[src/rtl/bus_arbiter.sv]
// bus_arbiter: LSU-priority arbiter sharing one Avalon-MM memory port between IFU and LSU, with IFU starvation bound
module bus_arbiter #(
  parameter int AW = 32,
  parameter int DW = 32,
  parameter int STARVE_LIMIT = 4
) (
  input  logic            clk,
  input  logic            rst_b,
  input  logic            ifu_bus_read,
  input  logic [AW-1:0]   ifu_bus_address,
  output logic            ifu_bus_waitrequest,
  output logic [DW-1:0]   ifu_bus_readdata,
  output logic            ifu_bus_readdatavalid,
  input  logic            lsu_bus_read,
  input  logic            lsu_bus_write,
  input  logic [AW-1:0]   lsu_bus_address,
  input  logic [DW-1:0]   lsu_bus_writedata,
  input  logic [DW/8-1:0] lsu_bus_byteenable,
  output logic            lsu_bus_waitrequest,
  output logic [DW-1:0]   lsu_bus_readdata,
  output logic            lsu_bus_readdatavalid,
  output logic            mem_read,
  output logic            mem_write,
  output logic [AW-1:0]   mem_address,
  output logic [DW-1:0]   mem_writedata,
  output logic [DW/8-1:0] mem_byteenable,
  input  logic            mem_waitrequest,
  input  logic [DW-1:0]   mem_readdata,
  input  logic            mem_readdatavalid,
  output logic            owner
);
  localparam int SW = $clog2(STARVE_LIMIT + 1);
  typedef enum logic [1:0] {IDLE, CMD, RDATA} state_t;
  state_t state;
  logic owner_is_write;
  logic [SW-1:0] starve_cnt;
  logic lsu_req, ifu_req, ifu_win, in_cmd, rd_done;
  assign lsu_req = lsu_bus_read | lsu_bus_write;
  assign ifu_req = ifu_bus_read;
  assign ifu_win = ifu_req & (~lsu_req | (starve_cnt == SW'(STARVE_LIMIT)));
  assign in_cmd = state == CMD;
  assign rd_done = (state == RDATA) & mem_readdatavalid;
  // simultaneous LSU read+write is handled as a write
  assign mem_read = in_cmd & (owner ? ifu_bus_read : lsu_bus_read & ~lsu_bus_write);
  assign mem_write = in_cmd & ~owner & lsu_bus_write;
  assign mem_address = owner ? ifu_bus_address : lsu_bus_address;
  assign mem_writedata = lsu_bus_writedata;
  assign mem_byteenable = owner ? '1 : lsu_bus_byteenable;
  assign ifu_bus_waitrequest = ~(in_cmd & owner) | mem_waitrequest;
  assign lsu_bus_waitrequest = ~(in_cmd & ~owner) | mem_waitrequest;
  assign ifu_bus_readdata = mem_readdata;
  assign lsu_bus_readdata = mem_readdata;
  assign ifu_bus_readdatavalid = rd_done & owner;
  assign lsu_bus_readdatavalid = rd_done & ~owner;
  always_ff @(posedge clk or negedge rst_b) begin
    if (!rst_b) begin
      state <= IDLE;
      owner <= 1'b0;
      owner_is_write <= 1'b0;
      starve_cnt <= '0;
    end else begin
      case (state)
        IDLE: begin
          if (ifu_win | lsu_req) begin
            owner <= ifu_win;
            owner_is_write <= ~ifu_win & lsu_bus_write;
            state <= CMD;
          end
          starve_cnt <= ifu_win ? '0 :
                        (ifu_req & (starve_cnt != SW'(STARVE_LIMIT))) ? starve_cnt + SW'(1) : starve_cnt;
        end
        CMD: if (!mem_waitrequest) state <= owner_is_write ? IDLE : RDATA;
        RDATA: if (mem_readdatavalid) state <= IDLE;
        default: state <= IDLE;
      endcase
    end
  end
endmodule
[config.mk]
export PLATFORM = sky130hd
export DESIGN_NAME = bus_arbiter
export DESIGN_NICKNAME = d
export VERILOG_FILES = /design/src/rtl/bus_arbiter.sv
export SDC_FILE = /design/constraint.sdc
export NUM_CORES = 1
export LEC_CHECK = 0
export CAP_MARGIN = 20
export CORE_AREA = 3 3 108 110
export CTS_CLUSTER_DIAMETER = 50
export CTS_CLUSTER_SIZE = 25
export DETAILED_ROUTE_END_ITERATION = 7
export DIE_AREA = 0 0 111 113
export PLACE_DENSITY_LB_ADDON = 0.1
export RECOVER_POWER = 25
export SETUP_SLACK_MARGIN = 0.2
export SLEW_MARGIN = 25
export SYNTH_ARGS = -nofsm -noshare
export SYNTH_HDL_FRONTEND = slang
export SYNTH_SLANG_ARGS = --single-unit
[constraint.sdc]
create_clock -name clk -period 3.85 [get_ports clk]
set_clock_uncertainty 0.05 [all_clocks]
set_input_delay 0.77 -clock clk [delete_from_list [all_inputs] [get_ports clk]]
set_output_delay 0.77 -clock clk [all_outputs]
set_load 0.02 [all_outputs]
==> run metrics, run 1 <==
GRT Total Usage=approximately 6.7%; HPWL reported at the end of detailed placement=3850 um; antenna violations before repair=0; Req. time, crit path=3.03 ns; area occupied by multi-input gates=between 600 and 700 um^2; CP startpoint kind=input port; LEAKAGE=roughly 0.00080 uW; Tmin final=3.27 ns; FF+latch area=around 180 um^2; P&R area growth vs syn=42.1%; Post-Syn Area=approximately 1500 um^2; Final Max Tran Viols=0; Design Area, Final=2190 um^2; Max Clk Rate=slightly above 300 MHz; vias in the first global route=~1,200; type of the worst setup path=input port to output port; Slew Limit Headroom=a little under two fifths; sequential fraction of the synthesis area=roughly 11%; Post-synth top flop=dfrtp_1; clk buf depth=2; hold-fix buffers at CTS=0; later-pin clock latency in the skew report=0.22 ns; Setup Buffers After CTS=0; MaxCap Viol Count=0; Yosys top cell area share=~47%; core area=10,800 um^2; WP buf/inv=2; Final Hold Viols=0; EDFF count, synth=0; Synth Instances=~180; starting density of the core=14.3%; die area=12,500 um^2; Worst-path clk slew=0.04 ns; Least-Margin Pin Slew=0.932 ns; Crit path largest cell delay=0.64 ns; cell row count=38; ratio of cells with drive above 1 in the final layout=between 20% and 30%; I/O pin total=about 280; CTS tree=done; worst hold path class=register to register; Vias=roughly 1,100; Die H=roughly 110 um; status=finished, final reports clean; gpl congestion=roughly 0.68; ANT nets after route=0; DRC Markers=0; diode count=0; worst-path fanout max=5; Ys Warns=0; Max VDD drop=147 uV; mean area per synthesized cell=around 8.6 um^2; cells resized by post-CTS repair=0; setup_tns=0 ns; Slowest-stage cell, CP=clkdlybuf4s50_1; Die X=around 110 um; endpoint class of the critical path=output port; First DRT Iteration DRCs=15; Post-synth ARST share=100%; PD cells=393 nW/um^2; fin nets=341; Placed Area=2150 um^2; Pwr Total=862 uW; clk sinks=7; DRT Wirelength=between 4000 and 5000 um; Routed WL per cell=roughly 13 um; H-tree Lvls=1; Synth Register Bits=7; Synth area leaders=buf_4, mux2_2, dfrtp_1, mux2_1, a22o_1; FILL cells=about 1,200; area leader, netlist=buf_4; CTS Root Cell=clkbuf_8; Final setup viols=0; first-pass GRT wire length=~6600 um; GRT overflow=0; Via density=between 3 and 4; fin crit share=between 80% and 90%; Min Hold Slack=approximately 0.46 ns; arrival time at the worst endpoint=about 2.5 ns; total CTS buffers=3; largest net degree at the start of global routing=45; Initial DRT Pass Iterations=3; Crit path max-delay family=buffers and inverters; IO Port Bufs=~120; syn_nets=320; RSZ-0062 raised after global routing=no; synth unique cells=25; sequence of cells on the critical path=clkdlybuf4s50_1 -> nor3b_1 -> a21oi_1 -> nor3b_1 -> clkdlybuf4s50_1
-- sequential cells by signal, indices dropped and copies added (netlist names) --
name,cells
starve_cnt,3
state,2
owner,1
owner_is_write,1
-- report_power, final --
part	total (uW)	internal, uW	switching, uW
clock	103	71.6	30.9
combinational	578	346	231
sequential	182	106	75.6
total	862	524	338
-- cells in the final DEF (no fill, tap or decap), drive strengths merged, types with 3 or more instances in the layout --
master and n:
clkbuf 4, or2 4, inv 3, nor2 5, nand2 3, a22o 3, clkdlybuf4s50 115, nor2b 3
mux2 33, dfrtp 7
-- stage by stage --
stage	std cells	worst slack, ns	util, %
2_1_floorplan	179	1.50	-
3_3_place_gp	335	0.573	19.9
3_5_place_dp	335	0.575	19.9
4_1_cts	339	0.564	20.3
5_1_grt	339	0.468	20.3
6_report	339	0.582	20.3
-- cells in the mapped netlist, types with 2 or more instances --
| library cell | count |
|---|---|
| a22o_1 | 3 |
| a32o_1 | 2 |
| and3_1 | 2 |
| buf_2 | 3 |
| buf_4 | 96 |
| clkbuf_1 | 2 |
| dfrtp_1 | 7 |
| ha_1 | 2 |
| inv_1 | 3 |
| mux2_1 | 3 |
| mux2_2 | 30 |
| nand2_1 | 3 |
| nor2_1 | 5 |
| nor2b_1 | 3 |
| nor3b_1 | 2 |
| or2_2 | 4 |
-- final timing paths --
kind | start | end | slack [ns] | depth (start not counted)
setup reg to reg | state[1] | starve_cnt[2] | 2.40 | 3
hold / removal | owner_is_write | owner_is_write | 0.46 | 1
min in group asynchronous | rst_b | starve_cnt[0] | 0.85 | 1
hold reg to reg | owner_is_write | owner_is_write | 0.46 | 1
setup / recovery | lsu_bus_read | mem_read | 0.58 | 5
max in group asynchronous | rst_b | owner | 2.61 | 1
-- worst register-to-register path: stages (launching register included) --
cell      delay (ns)
dfrtp_1         0.45
or3b_4          0.45
o21bai_1        0.16
a22o_1          0.22
-- routing by layer --
metal | up-vias | wire [um] | global-route usage (%)
met5 | - | 0 | 0
met4 | 0 | 89 | 1.97
met3 | 13 | 529 | 3.48
met2 | 84 | 2460 | 12.5
met1 | 516 | 1460 | 6.37
li1 | 536 | - | -
-- cell families after synthesis --
kind of cell,share of synthesized area (%)
buffers and inverters,48.9
multiplexers,24.1
AND/OR/NAND/NOR,8.51
AO/OA/AOI/OAI,5.59
flip-flops,11.3
adder cells (fa/ha/maj),1.62
-- area by class of cell --
cell class / instances / area share, %
clock buffers: 4 / 2.05
inverters: 3 / 0.513
multi-input cells: 68 / 28.0
flip-flops and latches: 7 / 8.04
well taps: 140 / 7.99
repair buffers: 117 / 53.4
(Power assumes the default switching activity.)
==> inputs of run 2 (changes only) <==
--- a/config.mk
+++ b/config.mk
@@ -6,11 +6,11 @@
 export NUM_CORES = 1
 export LEC_CHECK = 0
 export CAP_MARGIN = 20
-export CORE_AREA = 3 3 108 110
+export CORE_AREA = 3 3 106 108
 export CTS_CLUSTER_DIAMETER = 50
 export CTS_CLUSTER_SIZE = 25
 export DETAILED_ROUTE_END_ITERATION = 7
-export DIE_AREA = 0 0 111 113
+export DIE_AREA = 0 0 109 111
 export PLACE_DENSITY_LB_ADDON = 0.1
 export RECOVER_POWER = 25
 export SETUP_SLACK_MARGIN = 0.2
==> constraint.sdc (replaced) <==
create_clock -name clk -period 2.8 [get_ports clk]
set_clock_uncertainty 0.05 [all_clocks]
set_input_delay 0.56 -clock clk [delete_from_list [all_inputs] [get_ports clk]]
set_output_delay 0.56 -clock clk [all_outputs]
set_load 0.02 [all_outputs]
==> run metrics, run 2 (synthesis gave the netlist of run 1 again) <==
Slowest-stage cell, CP=clkdlybuf4s50_1; worst reg-to-reg setup slack=1.35 ns (-1.05 ns); ratio of cells with drive above 1 in the final layout=22.1% (+2.0 points); diode count=0 (unchanged); RSZ-0062 raised after global routing=no; Setup Buffers After CTS=0 (unchanged); clk sinks=7 (unchanged); total CTS buffers=3 (unchanged); Slew Limit Headroom=76.2% (+38 points); dpl cells=336 (+0.30%); Least-Margin Pin Slew=0.356 ns (-0.577 ns); worst-path fanout max=4 (-1); I/O pin total=278 (unchanged); endpoint class of the critical path=output port; core area=10,300 um^2 (-4.3%); later-pin clock latency in the skew report=0.23 ns (about the same); Crit path largest cell delay=0.55 ns (-0.09 ns); dpl ws=-0.0158 ns (-0.591 ns); MaxCap Viol Count=0 (unchanged); largest net degree at the start of global routing=28 (-38%); most frequent CP cell=clkdlybuf4s50_1; setup slack after layout=0.323 ns (-0.260 ns); CTS Root Cell=clkbuf_8; antenna violations before repair=0 (unchanged); Final Max Tran Viols=0 (unchanged); vias in the first global route=1,314 (+7.4%); GRT Total Usage=7.72% (+1.0 points); H-tree Lvls=1 (unchanged); CP startpoint kind=input port; Max VDD drop=278 uV (+89%); FILL cells=1,142 (-4.9%); Largest Register=starve_cnt; DRT Wirelength=5000 um (+10%); fin crit share=roughly nine tenths; PD cells=543 nW/um^2 (+38%); status=finished, final reports clean; Crit path max-delay family=buffers and inverters; DRC Markers=0 (unchanged); P&R area growth vs syn=44.7%; gpl congestion=0.664 (-3.0%); IO Port Bufs=117 (unchanged); First DRT Iteration DRCs=27 (+12); ANT nets after route=0 (unchanged); max reg flops=3 (unchanged); Vias=1,173 (+2.1%); type of the worst setup path=input port to output port; HPWL reported at the end of detailed placement=4290 um (+11%); Routed WL per cell=14.7 um (+9.8%); fin cells=340 (+0.29%); Worst-path clk slew=0.04 ns (about the same); Final Hold Viols=0 (unchanged); most frequent cells in the layout=clkdlybuf4s50_1, mux2_2, dfrtp_1; Via density=3.45 (+1.8%); Req. time, crit path=2.19 ns (-0.84 ns); Max Clk Rate=404 MHz; GRT overflow=0 (unchanged); cell row count=37 (-2.6%); Die H=111 um (-1.8%); LEAKAGE=0.000847 uW (+5.7%); most common cell after layout, fill and taps aside=clkdlybuf4s50_1; CTS tree=done; Top Registers=starve_cnt: 3 flops, state: 2 flops; Placed Area=2190 um^2 (+2.0%); Tmin final=approximately 2.5 ns; clk buf depth=2 (unchanged); Design Area, Final=2230 um^2 (+1.9%); Final setup viols=0 (unchanged); WP buf/inv=2 (unchanged); Initial DRT Pass Iterations=3 (unchanged); worst hold path class=register to register; arrival time at the worst endpoint=1.87 ns (-0.58 ns); Pwr Total=1210 uW (+41%); starting density of the core=15.0% (+0.65 points); fin nets=346 (+1.5%); die area=12,100 um^2 (-3.5%); sequence of cells on the critical path=clkdlybuf4s50_1 -> nor2b_1 -> nand3b_1 -> clkdlybuf4s50_1; first-pass GRT wire length=7260 um (+9.5%); Die X=109 um (-1.8%)
[run 2: area by class of cell]
cell class	instances	area [um^2]	share of cell area, %
inverter	3	11.3	0.504
clock buffer	4	45.0	2.02
tap	136	170	7.61
multi-input combinational	68	614	27.5
sequential	7	175	7.84
timing repair buffer	122	1220	54.5
[run 2: final timing paths]
| check | from | to | depth (start not counted) |
|---|---|---|---|
| worst min register to register | owner_is_write | owner_is_write | 1 |
| worst max register to register | state[1] | starve_cnt[2] | 3 |
| worst max-delay path | mem_waitrequest | ifu_bus_waitrequest | 4 |
| min in group asynchronous | rst_b | starve_cnt[0] | 1 |
| max in group asynchronous | rst_b | state[1] | 1 |
| worst min-delay path | owner_is_write | owner_is_write | 1 |
[run 2: metal layers]
metal	part of all wire [%]	global-route usage, %	vias up	wire length (um)
li1	-	-	548	-
met2	52	14.6	83	2610
met4	1.5	2.19	0	74
met5	0	0	-	0
met1	34	7.21	524	1680
met3	13	3.67	18	642
[run 2: timing repair]
| action | 4_1_cts | 5_1_grt |
|---|---|---|
| hold buffers | 0 | 0 |
| resized for setup | 1 | 4 |
| gates cloned | 0 | 0 |
| pin swaps | 0 | 0 |
| setup endpoints to repair | 1 | 2 |
[run 2: per-stage QoR]
step / TNS, ns / util (%) / hold slack [ns]
after CTS: 0 / 21.7 / 0.449
after global placement: 0 / 21.2 / 0.452
after floorplan: 0 / - / 0.214
after global routing: 0 / 21.6 / 0.463
final: 0 / 21.6 / 0.449
after detailed placement: -0.0158 / 21.2 / 0.441
[run 2: where the power goes]
group | internal (uW) | switching, uW
Sequential | 146 | 53.4
Combinational | 492 | 380
Clock | 98.5 | 43.3
==> inputs of run 3 (changes only) <==
--- a/config.mk
+++ b/config.mk
@@ -14,7 +14,6 @@
 export PLACE_DENSITY_LB_ADDON = 0.1
 export RECOVER_POWER = 25
 export SETUP_SLACK_MARGIN = 0.2
-export SLEW_MARGIN = 25
 export SYNTH_ARGS = -nofsm -noshare
 export SYNTH_HDL_FRONTEND = slang
 export SYNTH_SLANG_ARGS = --single-unit
==> results of run 3 <==
The final DEF is identical to that of run 2; final timing and power are the same.
